[config.mk]
export PLATFORM = sky130hd
export DESIGN_NAME = booth_mult_seq
export DESIGN_NICKNAME = d
export VERILOG_FILES = /design/src/rtl/booth_mult_seq.sv
export SDC_FILE = /design/constraint.sdc
export NUM_CORES = 1
export LEC_CHECK = 0
export BUFFER_PORTS_ARGS = -buffer_cell sky130_fd_sc_hd__buf_2
export CORE_ASPECT_RATIO = 2
export CORE_MARGIN = 4
export CORE_UTILIZATION = 49
export CTS_CLUSTER_SIZE = 40
export DETAILED_ROUTE_END_ITERATION = 10
export GPL_ROUTABILITY_DRIVEN = 0
export MAX_ROUTING_LAYER = met4
export PLACE_DENSITY_LB_ADDON = 0.05
export SLEW_MARGIN = 10
export SYNTH_ARGS = -nofsm -noshare
export SYNTH_HDL_FRONTEND = slang
export SYNTH_SLANG_ARGS = --single-unit
export TNS_END_PERCENT = 100
[constraint.sdc]
create_clock -name clk -period 3.2 [get_ports clk]
set_input_delay 0.32 -clock clk [delete_from_list [all_inputs] [get_ports clk]]
set_output_delay 0.32 -clock clk [all_outputs]
set_load 0.005 [all_outputs]
[src/rtl/booth_mult_seq.sv]
// Iterative radix-2 Booth multiplier: one Booth step per clock, start/done handshake.
// Optional macro BOOTH_UNSIGNED_MODE_EN enables the signed_mode input; otherwise all operands are signed.
module booth_mult_seq #(
  parameter int WIDTH = 8
) (
  input  logic                 clk,
  input  logic                 rst_n,
  input  logic                 start,
  input  logic [WIDTH-1:0]     a,
  input  logic [WIDTH-1:0]     b,
  input  logic                 signed_mode,
  output logic                 busy,
  output logic                 done,
  output logic [2*WIDTH-1:0]   product
);

  localparam int AW = WIDTH + 2;
  localparam int QW = WIDTH + 1;
  localparam int CW = $clog2(WIDTH + 2);

  // Handshake: start is accepted on a rising edge only while busy=0; done pulses
  // for one cycle, in which busy is already low, so start may be reissued then.
  typedef enum logic {IDLE, RUN} state_t;

  state_t          state;
  logic [AW-1:0]   acc;
  logic [QW-1:0]   q;
  logic [QW-1:0]   m;
  logic            q_1;
  logic [CW-1:0]   count;

  logic            ext_signed;
  logic [AW-1:0]   m_ext;
  logic [AW-1:0]   sum;
  logic [AW-1:0]   acc_next;
  logic [QW-1:0]   q_next;
  logic            q_1_next;

`ifdef BOOTH_UNSIGNED_MODE_EN
  assign ext_signed = signed_mode;
`else
  logic unused_signed_mode;
  assign unused_signed_mode = signed_mode;
  assign ext_signed = 1'b1;
`endif

  assign busy  = (state == RUN);
  assign m_ext = {m[QW-1], m};

  always_comb begin
    sum = acc;
    case ({q[0], q_1})
      2'b01:   sum = acc + m_ext;
      2'b10:   sum = acc - m_ext;
      default: sum = acc;
    endcase
    // Arithmetic right shift of {A,Q,Q_1} by one place
    acc_next = {sum[AW-1], sum[AW-1:1]};
    q_next   = {sum[0], q[QW-1:1]};
    q_1_next = q[0];
  end

  always_ff @(posedge clk or negedge rst_n) begin
    if (!rst_n) begin
      state   <= IDLE;
      acc     <= '0;
      q       <= '0;
      m       <= '0;
      q_1     <= 1'b0;
      count   <= '0;
      done    <= 1'b0;
      product <= '0;
    end else begin
      done <= 1'b0;
      case (state)
        IDLE: begin
          if (start) begin
            m     <= {ext_signed & a[WIDTH-1], a};
            q     <= {ext_signed & b[WIDTH-1], b};
            acc   <= '0;
            q_1   <= 1'b0;
            count <= CW'(WIDTH + 1);
            state <= RUN;
          end
        end
        RUN: begin
          acc   <= acc_next;
          q     <= q_next;
          q_1   <= q_1_next;
          count <= count - CW'(1);
          if (count == CW'(1)) begin
            product <= {acc_next[WIDTH-2:0], q_next};
            done    <= 1'b1;
            state   <= IDLE;
          end
        end
        default: state <= IDLE;
      endcase
    end
  end

endmodule

* After elaboration in Yosys (flattened, before gate mapping) *
Index checks and enable logic that the tools add are counted.

word-level totals
  register bits after elaboration = 50
  input bits = 20
  output and inout port bits = 18
  logic and storage cells = 32

cells by class
  $add $sub $neg = 3
  eq/ne operators = 4
  mux-type cells = 14
  bitwise gates (word level) = 1
  reductions and logical operators = 2

operators by type and width
  operator               number
  $pmux W10 S2           2
  $pmux W9 S2            1
  $add A10 B10 Y10       1
  $mux W10               1
  $sub A10 B10 Y10       1
  $mux W9                1
  $pmux W4 S2            1
  $mux W1                5
  $eq A4 B1 Y1 const B   1
  $mux W4                1
  $pmux W1 S2            2
  $reduce_and A2 Y1      2
  $sub A4 B1 Y4 const B  1
  $eq A2 B1 Y1 const B   1
  $eq A2 B2 Y1 const B   1
  $ne A2 B2 Y1 const B   1
  $not A1 Y1             1

* Logic depth before layout (Yosys ltp) *
Gate-level depths: netlist of run 1.

  depth after elaboration = 3
  gate-level depth with buffers = 13
  mapped depth without buffers = 13

* Least setup slack after synthesis of run 1 *
OpenSTA, ideal clock, no wires.

  kind = reg-to-reg
  from = register q_1
  to = register product[15]
  setup time = 125 ps
  data arrival time = 2621 ps
  required time = 3075 ps
  path slack = 454 ps
  cell stages (with the launch flop) = 13
  path buffers = 1
  clock period less this slack = 2746 ps
  path through = dfrtp_1 inv_1 ha_1 clkbuf_1 mux2_2 inv_1 ha_1 nor2b_4 o31a_4 o211ai_2 nor3b_2 o31ai_2 mux2_4

between the ends
  longest elaborated chain between the ends = 2
  elaborated cells on any way between the ends = 3
  classes of those cells = eq/ne: 2; mux: 1

RTL lines
  item                                          RTL line  RTL
  from (decl)                                   29        logic q_1;
  from (signal assigned)                        89        q_1 <= q_1_next;
  $eq A2 B2 Y1 or $eq A2 B1 Y1 (tied branches)  52        case ({q[0], q_1})
  $pmux W10 S2 *                                52
  to (signal assigned)                          92        product <= {acc_next[WIDTH-2:0], q_next};
  to (decl)                                     14        output logic [2*WIDTH-1:0] product

Mark *: on every way between the ends. The rest lies on a longest branch, timed or not.
A chain may end at the register's enable or synchronous reset.

* Final worst setup path of run 1 *
  from = register m[2]
  to = register acc[8]

between the ends
  longest elaborated chain between the ends = 3
  elaborated cells on any way between the ends = 4
  classes of those cells = add/sub: 2; mux: 2

RTL lines
  item                                                  RTL line  RTL
  from (decl)                                           28        logic [QW-1:0] m;
  from (signal assigned)                                78        m <= {ext_signed & a[WIDTH-1], a};
  $sub A10 B10 Y10 or $add A10 B10 Y10 (tied branches)  54, 53
  $pmux W10 S2 *                                        52
  $pmux W10 S2 *                                        75        case (state)
  to (signal assigned)                                  87        acc <= acc_next;
  to (decl)                                             26        logic [AW-1:0] acc;

Marks and branches as above.

==> impl_metrics.py, run 1 <==
metrics = {
    "clock_tree": {
        "cts_tree": "built",
        "numCtsBuffers": 5,
        "cts.path.max_buffers": 2,
        "clk_pin_slew_ns": 0.09,
        "worstSkewPairLatency_ns": 0.30,
        "root_buffer": "clkbuf_8",
        "cts_setup_buffers": 0,
        "clock_sinks": 49,
        "holdBufCountCts": 0,
        "cts_max_level": 2,
        "postCtsResizedCells": 0,
    },
    "timing": {
        "tightest_slew_ns": 0.662,
        "fin_tns_setup_ns": 0,
        "finalCriticalPeriod_ns": 2.77,
        "slew_violations": 0,
        "relSlewSlack": 0.559,
        "finalHoldViolCount": 0,
        "fmax_mhz": 361,
        "skew_ns": 0.00389,
        "final.period_utilization": 0.866,
        "rsz0062_at_grt": "no",
        "finalSetupViolations": 0,
    },
    "logic_synthesis": {
        "post_synth.cell_area_avg_sq_um": 10.2,
        "synth_area_leader_cell": "dfrtp_1",
        "synth.area.top_cells": "dfrtp_1 45%, ha_1 6.0%, nand2_1 5.5%",
        "synth-seq-cells": 49,
        "synth_top_area_share": 0.452,
        "async_flop_share": 1.00,
        "ys_types": 48,
        "synth-edff-count": 0,
        "ys.flop_type": "dfrtp_1",
        "synth_seq_area_share": 0.452,
        "synth_nets": 301,
        "synthCells": 267,
        "yosys_warnings": 0,
        "netlist_area_sq_mm": 0.00271,
    },
    "cells_and_area": {
        "finalNonFillerCells": 364,
        "antenna_cells": 0,
        "nFillCells": 524,
        "area_delta_synth_final_pct": 12.4,
        "drive_gt1_frac": 0.217,
        "nets": 338,
    },
    "floorplanning": {
        "rows": 38,
        "ios": 38,
        "core_area_sq_mm": 0.00542,
        "initial_utilization": 0.501,
        "fp.dieH_microns": 113,
        "fp.dieW_microns": 60.6,
        "fp.dieArea_sq_mm": 0.00687,
    },
    "worst_setup_path": {
        "critical_path_class": "flop to flop",
        "end_kind": "flop",
        "setup.worst_path.start_class": "flop",
        "crit_arrival_ns": 2.96,
        "path_cells": "nor2_1, nand2_1, nor2_1, a21oi_1, xnor2_1, ha_1, a21oi_1, inv_1, o31ai_2, a2111oi_1, a31oi_1, nand3_1",
        "worstPathRequired_ns": 3.39,
        "worstPathMaxFanout": 6,
        "slowest_delay_ns": 0.45,
        "crit_slowest_cell": "dfrtp_1",
    },
    "routing": {
        "ant_nets": 0,
        "vias_per_cell": 5.60,
        "drt-initial-drc-count": 61,
        "wire_per_inst_microns": 15.6,
        "vias": 2037,
        "drcViolationCount": 0,
        "wl_mm": 5.68,
        "firstDrtPassIters": 4,
    },
    "global_route": {
        "grt_pass1_vias": 2085,
        "antenna_found_initial": 0,
        "grt_pass1_wl_mm": 9.71,
        "grt_max_degree": 34,
        "grt_overflow": 0,
        "grtUsageTotal": 0.191,
    },
    "status": {
        "outcome": "finished, final reports clean",
    },
    "placed_design": {
        "io_buffers": 36,
        "dpl.hpwl_mm": 4.26,
        "dp.cells": 357,
    },
    "hold_path": {
        "hold_path_class": "primary input to asynchronous set/reset pin",
    },
    "flow_run": {
        "cap_violations": 0,
    },
}
## layout make-up
cell class                      count  area (sq um)  area share
Multi-Input combinational cell    195          1380       0.453
Timing Repair Buffer               41           218      0.0713
Clock inverter                      2          35.0      0.0115
Sequential cell                    49          1230       0.402
Clock buffer                        5          68.8      0.0226
Tap cell                           60          75.1      0.0246
Inverter                           12          45.0      0.0148
## critical path: cells and delay by family, from the launching register on
| kind | cells | cell delay (ns) |
|---|---|---|
| AND/OR/NAND/NOR | 4 | 0.64 |
| adder cells (fa/ha/maj) | 1 | 0.35 |
| buffers and inverters | 1 | 0.10 |
| AO/OA/AOI/OAI | 5 | 0.98 |
| flip-flops | 1 | 0.45 |
| XOR/XNOR | 1 | 0.14 |
## stage by stage
step / utilization / area (sq um) / hold WS, ns / worst slack [ns]
6_report: 0.563 / 3050 / 0.0381 / 0.430
2_1_floorplan: - / 2710 / 0.0244 / 0.454
3_3_place_gp: 0.544 / 2950 / 0.388 / 0.510
3_5_place_dp: 0.544 / 2950 / 0.402 / 0.462
4_1_cts: 0.563 / 3050 / 0.0660 / 0.452
5_1_grt: 0.563 / 3050 / 0.0923 / 0.184
## per-layer routing
metal | global-route usage | vias up | part of all wire | routed length, microns
li1 | - | 1008 | - | -
met1 | 0.220 | 977 | 0.39 | 2200
met2 | 0.320 | 37 | 0.55 | 3140
met3 | 0.0240 | 15 | 0.030 | 168
met4 | 0.0868 | 0 | 0.031 | 175
met5 | - | - | 0 | 0
## cell usage after synthesis (all sizes together) (4+ instances only)
cell type / instances
inv: 12
nand2: 40
o21ai: 19
ha: 13
mux2i: 13
dfrtp: 49
clkbuf: 6
nor3: 9
nor2: 16
buf: 5
a21oi: 17
a22o: 4
xnor2: 11
mux2: 13
nor2b: 4
## cells by family (layout without fill, tap and decap cells)
group,Yosys count,after routing,share of synthesized area
simple gates,82,82,0.144
compound gates,62,62,0.160
flops,49,49,0.452
mux,26,26,0.103
buf+inv,23,60,0.0383
fa+ha+maj,14,14,0.0673
xor+xnor,11,11,0.0355
## cell usage in the layout, fill, tap and decap left out, types with 2 or more instances in the layout
cell      count
nand3b_1      3
a21boi_1      2
buf_2        36
nor2_1       16
a22o_1        4
o211ai_2      2
nor2b_1       3
nand2_1      40
ha_1         13
o21ai_1       3
buf_4         5
nand3_1       2
nor4_1        2
a21o_1        3
mux2i_1      13
a21oi_1      16
o21ai_0      16
o31ai_2       3
mux2_1        8
nor3_1        7
mux2_2        4
inv_1        11
a31oi_1       2
o21a_1        2
dfrtp_1      49
clkbuf_8      5
nor3_2        2
xnor2_1      11
## registers in the layout, summed over array words and instances, names as in the netlist
signal	cells
done	1
m	8
count	4
busy	1
product	16
q	9
acc	9
q_1	1
## final timing paths
| kind | startpoint | to | slack (ns) | depth (start not counted) |
|---|---|---|---|---|
| worst max register to register | m[2] | acc[8] | 0.43 | 12 |
| max in group asynchronous | rst_n | acc[0] | 2.44 | 2 |
| worst min-delay path | rst_n | m[2] | 0.04 | 1 |
| worst min register to register | product[1] | product[1] | 0.49 | 1 |
| worst max-delay path | m[2] | acc[8] | 0.43 | 12 |
| min in group clk | a[5] | m[5] | 0.20 | 3 |
Power of run 1 is not shown: default switching activity piles up to over one toggle a cycle in this logic, so the estimate is an artifact.
==> run 2, diff against run 1 <==
- REMOVE_ABC_BUFFERS: not set -> 1
==> run 2 against run 1 <==
  * First-iteration DRC count is 15% lower
  * Clock-buffer cell count rose by 1
  * Wire length is 0.95% lower
  * Global-route usage down 0.77 points
  * Die area is the same
  * Cell area up 0.25%
  * Register-to-register slack gained 0.07 ns
  * Via count decreased by 0.29%
==> impl_metrics.py, run 2 (synthesis results as in run 1) <==
metrics = {
    "timing": {
        "relSlewSlack": 0.506,
        "finalHoldViolCount": 0,
        "finalCriticalPeriod_ns": 2.70,
        "finalSetupViolations": 0,
        "skew_ns": 0.00480,
        "final.period_utilization": 0.843,
        "rsz0062_at_grt": "no",
        "fin_tns_setup_ns": 0,
        "slew_violations": 0,
        "tightest_slew_ns": 0.741,
        "setup_slack_ns": 0.501,
        "fmax_mhz": 371,
    },
    "global_route": {
        "grt_pass1_vias": 2036,
        "grtUsageTotal": 0.184,
        "antenna_found_initial": 0,
        "grt_max_degree": 34,
        "grt_pass1_wl_mm": 9.31,
        "grt_overflow": 0,
    },
    "floorplanning": {
        "core_area_sq_mm": 0.00542,
        "rows": 38,
        "fp.dieH_microns": 113,
        "fp.dieW_microns": 60.6,
        "fp.dieArea_sq_mm": 0.00687,
        "ios": 38,
        "initial_utilization": 0.501,
    },
    "cells_and_area": {
        "largest_reg_flops": 16,
        "layout_common_cells": "49 x dfrtp_1, 40 x nand2_1, 36 x buf_2",
        "final_common_cell": "dfrtp_1",
        "multi_input_area_sq_mm": 0.00138,
        "nets": 338,
        "top_regs": "product x16, acc x9, q x9",
        "drive_gt1_frac": 0.216,
        "area_delta_synth_final_pct": 12.7,
        "antenna_cells": 0,
        "regArea_sq_mm": 0.00123,
        "top_register": "product",
        "nFillCells": 514,
    },
    "routing": {
        "vias_per_cell": 5.56,
        "vias": 2031,
        "firstDrtPassIters": 6,
        "wl_mm": 5.62,
        "drcViolationCount": 0,
        "ant_nets": 0,
        "drt-initial-drc-count": 52,
        "wire_per_inst_microns": 15.4,
    },
    "clock_tree": {
        "worstSkewPairLatency_ns": 0.30,
        "postCtsResizedCells": 0,
        "cts.path.max_buffers": 2,
        "cts_max_level": 2,
        "numCtsBuffers": 5,
        "cts_tree": "built",
        "clock_sinks": 49,
        "root_buffer": "clkbuf_8",
        "cts_setup_buffers": 0,
        "holdBufCountCts": 0,
        "clk_pin_slew_ns": 0.09,
    },
    "worst_setup_path": {
        "r2r_start": "m[0]",
        "worstPathRequired_ns": 3.38,
        "worstPathMaxFanout": 6,
        "cp-endpoint": "acc[8]",
        "end_kind": "flop",
        "startpoint": "m[0]",
        "crit_arrival_ns": 2.88,
        "reg2reg_depth": 13,
        "critical_path_class": "flop to flop",
        "setup.worst_path.start_class": "flop",
        "reg2reg_to": "acc[8]",
        "reg2reg_slack_ns": 0.50,
    },
    "hold_path": {
        "hold_path_class": "primary input to asynchronous set/reset pin",
    },
    "placed_design": {
        "dpl.hpwl_mm": 4.25,
        "io_buffers": 36,
        "pre_cts_slack_ns": 0.517,
    },
    "status": {
        "outcome": "finished, final reports clean",
    },
    "flow_run": {
        "cap_violations": 0,
    },
}
[run 2: cell types whose count changed in the layout (fill, tap and decap cells not counted), sizes merged]
cell / previous run / this run
clkbuf: 5 / 6
[run 2: area by class of cell]
class,count,area share
Clock buffer,6,0.0237
Clock inverter,2,0.0127
Inverter,12,0.0147
Multi-Input combinational cell,195,0.452
Sequential cell,49,0.401
Tap cell,60,0.0245
Timing Repair Buffer,41,0.0712
[run 2: per-stage QoR]
step | area, sq um | util | instances | hold slack [ns]
4_1_cts | 3060 | 0.564 | 365 | 0.101
3_3_place_gp | 2950 | 0.544 | 357 | 0.433
3_5_place_dp | 2950 | 0.544 | 357 | 0.432
6_report | 3060 | 0.564 | 365 | 0.0718
5_1_grt | 3060 | 0.564 | 365 | 0.121
2_1_floorplan | 2660 | - | 256 | 0.0244
[run 2: worst min-delay path by stage]
stage                     endpoint  slack [ns]  startpoint  cells past startpoint
after CTS                   acc[0]        0.10       rst_n                      1
after detailed placement      m[1]        0.43       rst_n                      1
final                         m[0]        0.07       rst_n                      1
after global placement        m[0]        0.43       rst_n                      1
after global routing        acc[0]        0.12       rst_n                      1
after floorplan             acc[0]        0.02       rst_n                      0
[run 2: worst max-delay path, stage by stage, from the launching register on]
cell and delay [ns]:
dfrtp_1 0.44, inv_1 0.10, ha_1 0.21, nand2_1 0.06, nor2_1 0.15, a21oi_1 0.10
xnor2_1 0.19, ha_1 0.32, a21oi_1 0.19, inv_1 0.10, o31ai_2 0.33, a2111oi_1 0.11
a31oi_1 0.17, nand3_1 0.10
[run 2: routing by layer]
metal | track usage | part of all wire | vias up
met5 | - | 0 | -
met1 | 0.196 | 0.40 | 988
met2 | 0.330 | 0.55 | 36
met4 | 0.0622 | 0.023 | 0
met3 | 0.0274 | 0.027 | 9
li1 | - | - | 998
Power of run 2 is left out for the same reason.
==> run 3, diff against run 2 <==
- clock period: 3.2 -> 2.4 ns (I/O delays scaled with it)
==> run 3 against run 2 <==
  * The flow now finishes with violations (negative setup slack)
  * Critical path depth decreased by 3
  * First-iteration DRC count increased by 56%
  * Setup slack got worse by 0.62 ns
  * Fmax increased by 7.2%
  * Hold slack improved by 0.035 ns
  * Cell area increased by 16%
  * Die area unchanged
  * Core utilization increased by 8.8 points
  * Register-to-register slack got worse by 0.62 ns
  * Critical endpoint is now product[14]
  * Largest cell class unchanged
==> impl_metrics.py, run 3 (synthesis results as in run 1) <==
metrics = {
    "worst_setup_path": {
        "worstPathRequired_ns": 2.60,
        "cp_common_cell": "mux2_4",
        "cp_num_buf_inv": 1,
        "worstPathMaxFanout": 3,
        "crit_slowest_cell": "dfrtp_1",
        "slowest_delay_ns": 0.40,
        "reg2reg_slack_ns": -0.12,
        "critical_path_class": "flop to flop",
        "end_kind": "flop",
        "path_cells": "inv_2, ha_4, mux2_4, fa_2, nor2b_2, o21a_1, o211ai_2, a21boi_1, o31ai_4, mux2_4",
        "setup.worst_path.start_class": "flop",
        "crit_family": "compound AO/OA/AOI/OAI gates",
        "crit_arrival_ns": 2.72,
    },
    "clock_tree": {
        "root_buffer": "clkbuf_8",
        "clk_pin_slew_ns": 0.10,
        "cts_max_level": 2,
        "worstSkewPairLatency_ns": 0.31,
        "cts_tree": "built",
        "numCtsBuffers": 5,
        "clock_sinks": 49,
        "cts.path.max_buffers": 2,
    },
    "placed_design": {
        "io_buffers": 36,
        "dpl-instance-area_sq_mm": 0.00316,
        "dpl.hpwl_mm": 4.51,
    },
    "global_route": {
        "antenna_found_initial": 0,
        "busiest_layer": "met2",
        "grt_pass1_vias": 2394,
        "use_met3": 0.0354,
        "use_met2": 0.370,
        "grtUsageTotal": 0.216,
        "grt.met1_usage": 0.233,
        "grt_overflow": 0,
        "grt_max_degree": 29,
        "grt_pass1_wl_mm": 11.0,
    },
    "cells_and_area": {
        "final_common_cell": "dfrtp_1",
        "antenna_cells": 0,
        "layout_common_cells": "49 x dfrtp_1, 41 x buf_4, 40 x nand2_1, 36 x buf_2, 15 x o21ai_0",
        "fin_area_sq_mm": 0.00354,
        "largest_reg_flops": 16,
        "top_register": "product",
        "area_delta_synth_final_pct": 30.3,
        "nets": 379,
        "nFillCells": 463,
        "top_regs": "product x16, acc x9, q x9",
        "drive_gt1_frac": 0.367,
    },
    "timing": {
        "setup_slack_ns": -0.119,
        "fmax_mhz": 397,
        "finalCriticalPeriod_ns": 2.52,
        "slew_violations": 0,
        "finalHoldViolCount": 0,
        "rsz0062_at_grt": "yes",
        "relSlewSlack": 0.553,
        "skew_ns": 0.0104,
        "finalSetupViolations": 5,
        "final.period_utilization": 1.05,
        "tightest_slew_ns": 0.669,
    },
    "floorplanning": {
        "fp.dieArea_sq_mm": 0.00687,
        "initial_utilization": 0.501,
        "rows": 38,
        "fp.dieH_microns": 113,
        "ios": 38,
        "fp.dieW_microns": 60.6,
        "core_area_sq_mm": 0.00542,
    },
    "routing": {
        "drt-initial-drc-count": 81,
        "drcViolationCount": 0,
        "ant_nets": 0,
        "vias_per_cell": 5.53,
        "wl_mm": 6.41,
        "firstDrtPassIters": 4,
        "wire_per_inst_microns": 15.8,
        "vias": 2245,
    },
    "flow_run": {
        "cap_violations": 0,
    },
    "status": {
        "outcome": "finished with violations",
        "violations": "negative setup slack",
    },
    "hold_path": {
        "hold_path_class": "primary input to flop",
    },
}
[run 3: cell types whose count changed in the layout (fill, tap and decap cells not counted), moves of 3 or more]
cell | before | now
ha_4 | 0 | 3
a21oi_1 | 16 | 13
ha_1 | 13 | 10
a21oi_2 | 1 | 4
nor2_1 | 16 | 13
inv_1 | 11 | 8
buf_4 | 5 | 41
[run 3: area by class of cell]
type                            instances  area [sq um]  area share
Clock buffer                            6          72.6      0.0205
Multi-Input combinational cell        195          1510       0.428
Sequential cell                        49          1230       0.347
Clock inverter                          2          38.8      0.0110
Tap cell                               60          75.1      0.0212
Inverter                               12          47.5      0.0134
Timing Repair Buffer                   82           564       0.160
[run 3: worst register-to-register path: cells and delay by family (launching register included)]
kind,cells,cell delay [ns]
AND/OR/NAND/NOR,1,0.15
AO/OA/AOI/OAI,4,0.62
buffers and inverters,1,0.09
adder cells (fa/ha/maj),2,0.58
multiplexers,2,0.56
flip-flops,1,0.40
[run 3: metal layers]
layer / vias to the layer above / part of all wire
met3: 16 / 0.029
met2: 44 / 0.55
li1: 1090 / -
met1: 1095 / 0.38
met5: - / 0
met4: 0 / 0.033
[run 3: what timing repair did]
item	4_1_cts	5_1_grt
hold endpoints to repair	25	0
endpoints found under the setup margin	8	10
buffers inserted	11	5
hold buffers	1	0
gates resized for setup	26	8
pin swaps	19	17
gates cloned	0	0
[run 3: worst paths after layout]
| check | from | endpoint | depth (start not counted) |
|---|---|---|---|
| max | m[0] | product[14] | 10 |
| min | a[2] | m[2] | 3 |
| max reg2reg | m[0] | product[14] | 10 |
| min reg2reg | product[6] | product[6] | 1 |
| max in group asynchronous | rst_n | acc[6] | 3 |
| min in group asynchronous | rst_n | m[1] | 2 |
[run 3: through the flow]
stage / setup TNS, ns / cells / setup WS [ns] / utilization / hold WS [ns]
6_report: -0.401 / 406 / -0.119 / 0.653 / 0.107
5_1_grt: -1.28 / 406 / -0.221 / 0.653 / 0.0998
4_1_cts: -0.240 / 401 / -0.0763 / 0.639 / 0.0972
3_5_place_dp: -1.03 / 383 / -0.196 / 0.582 / 0.279
3_3_place_gp: -0.740 / 383 / -0.156 / 0.582 / 0.278
2_1_floorplan: -0.999 / 256 / -0.231 / - / -0.0556
Power of run 3 is left out for the same reason.
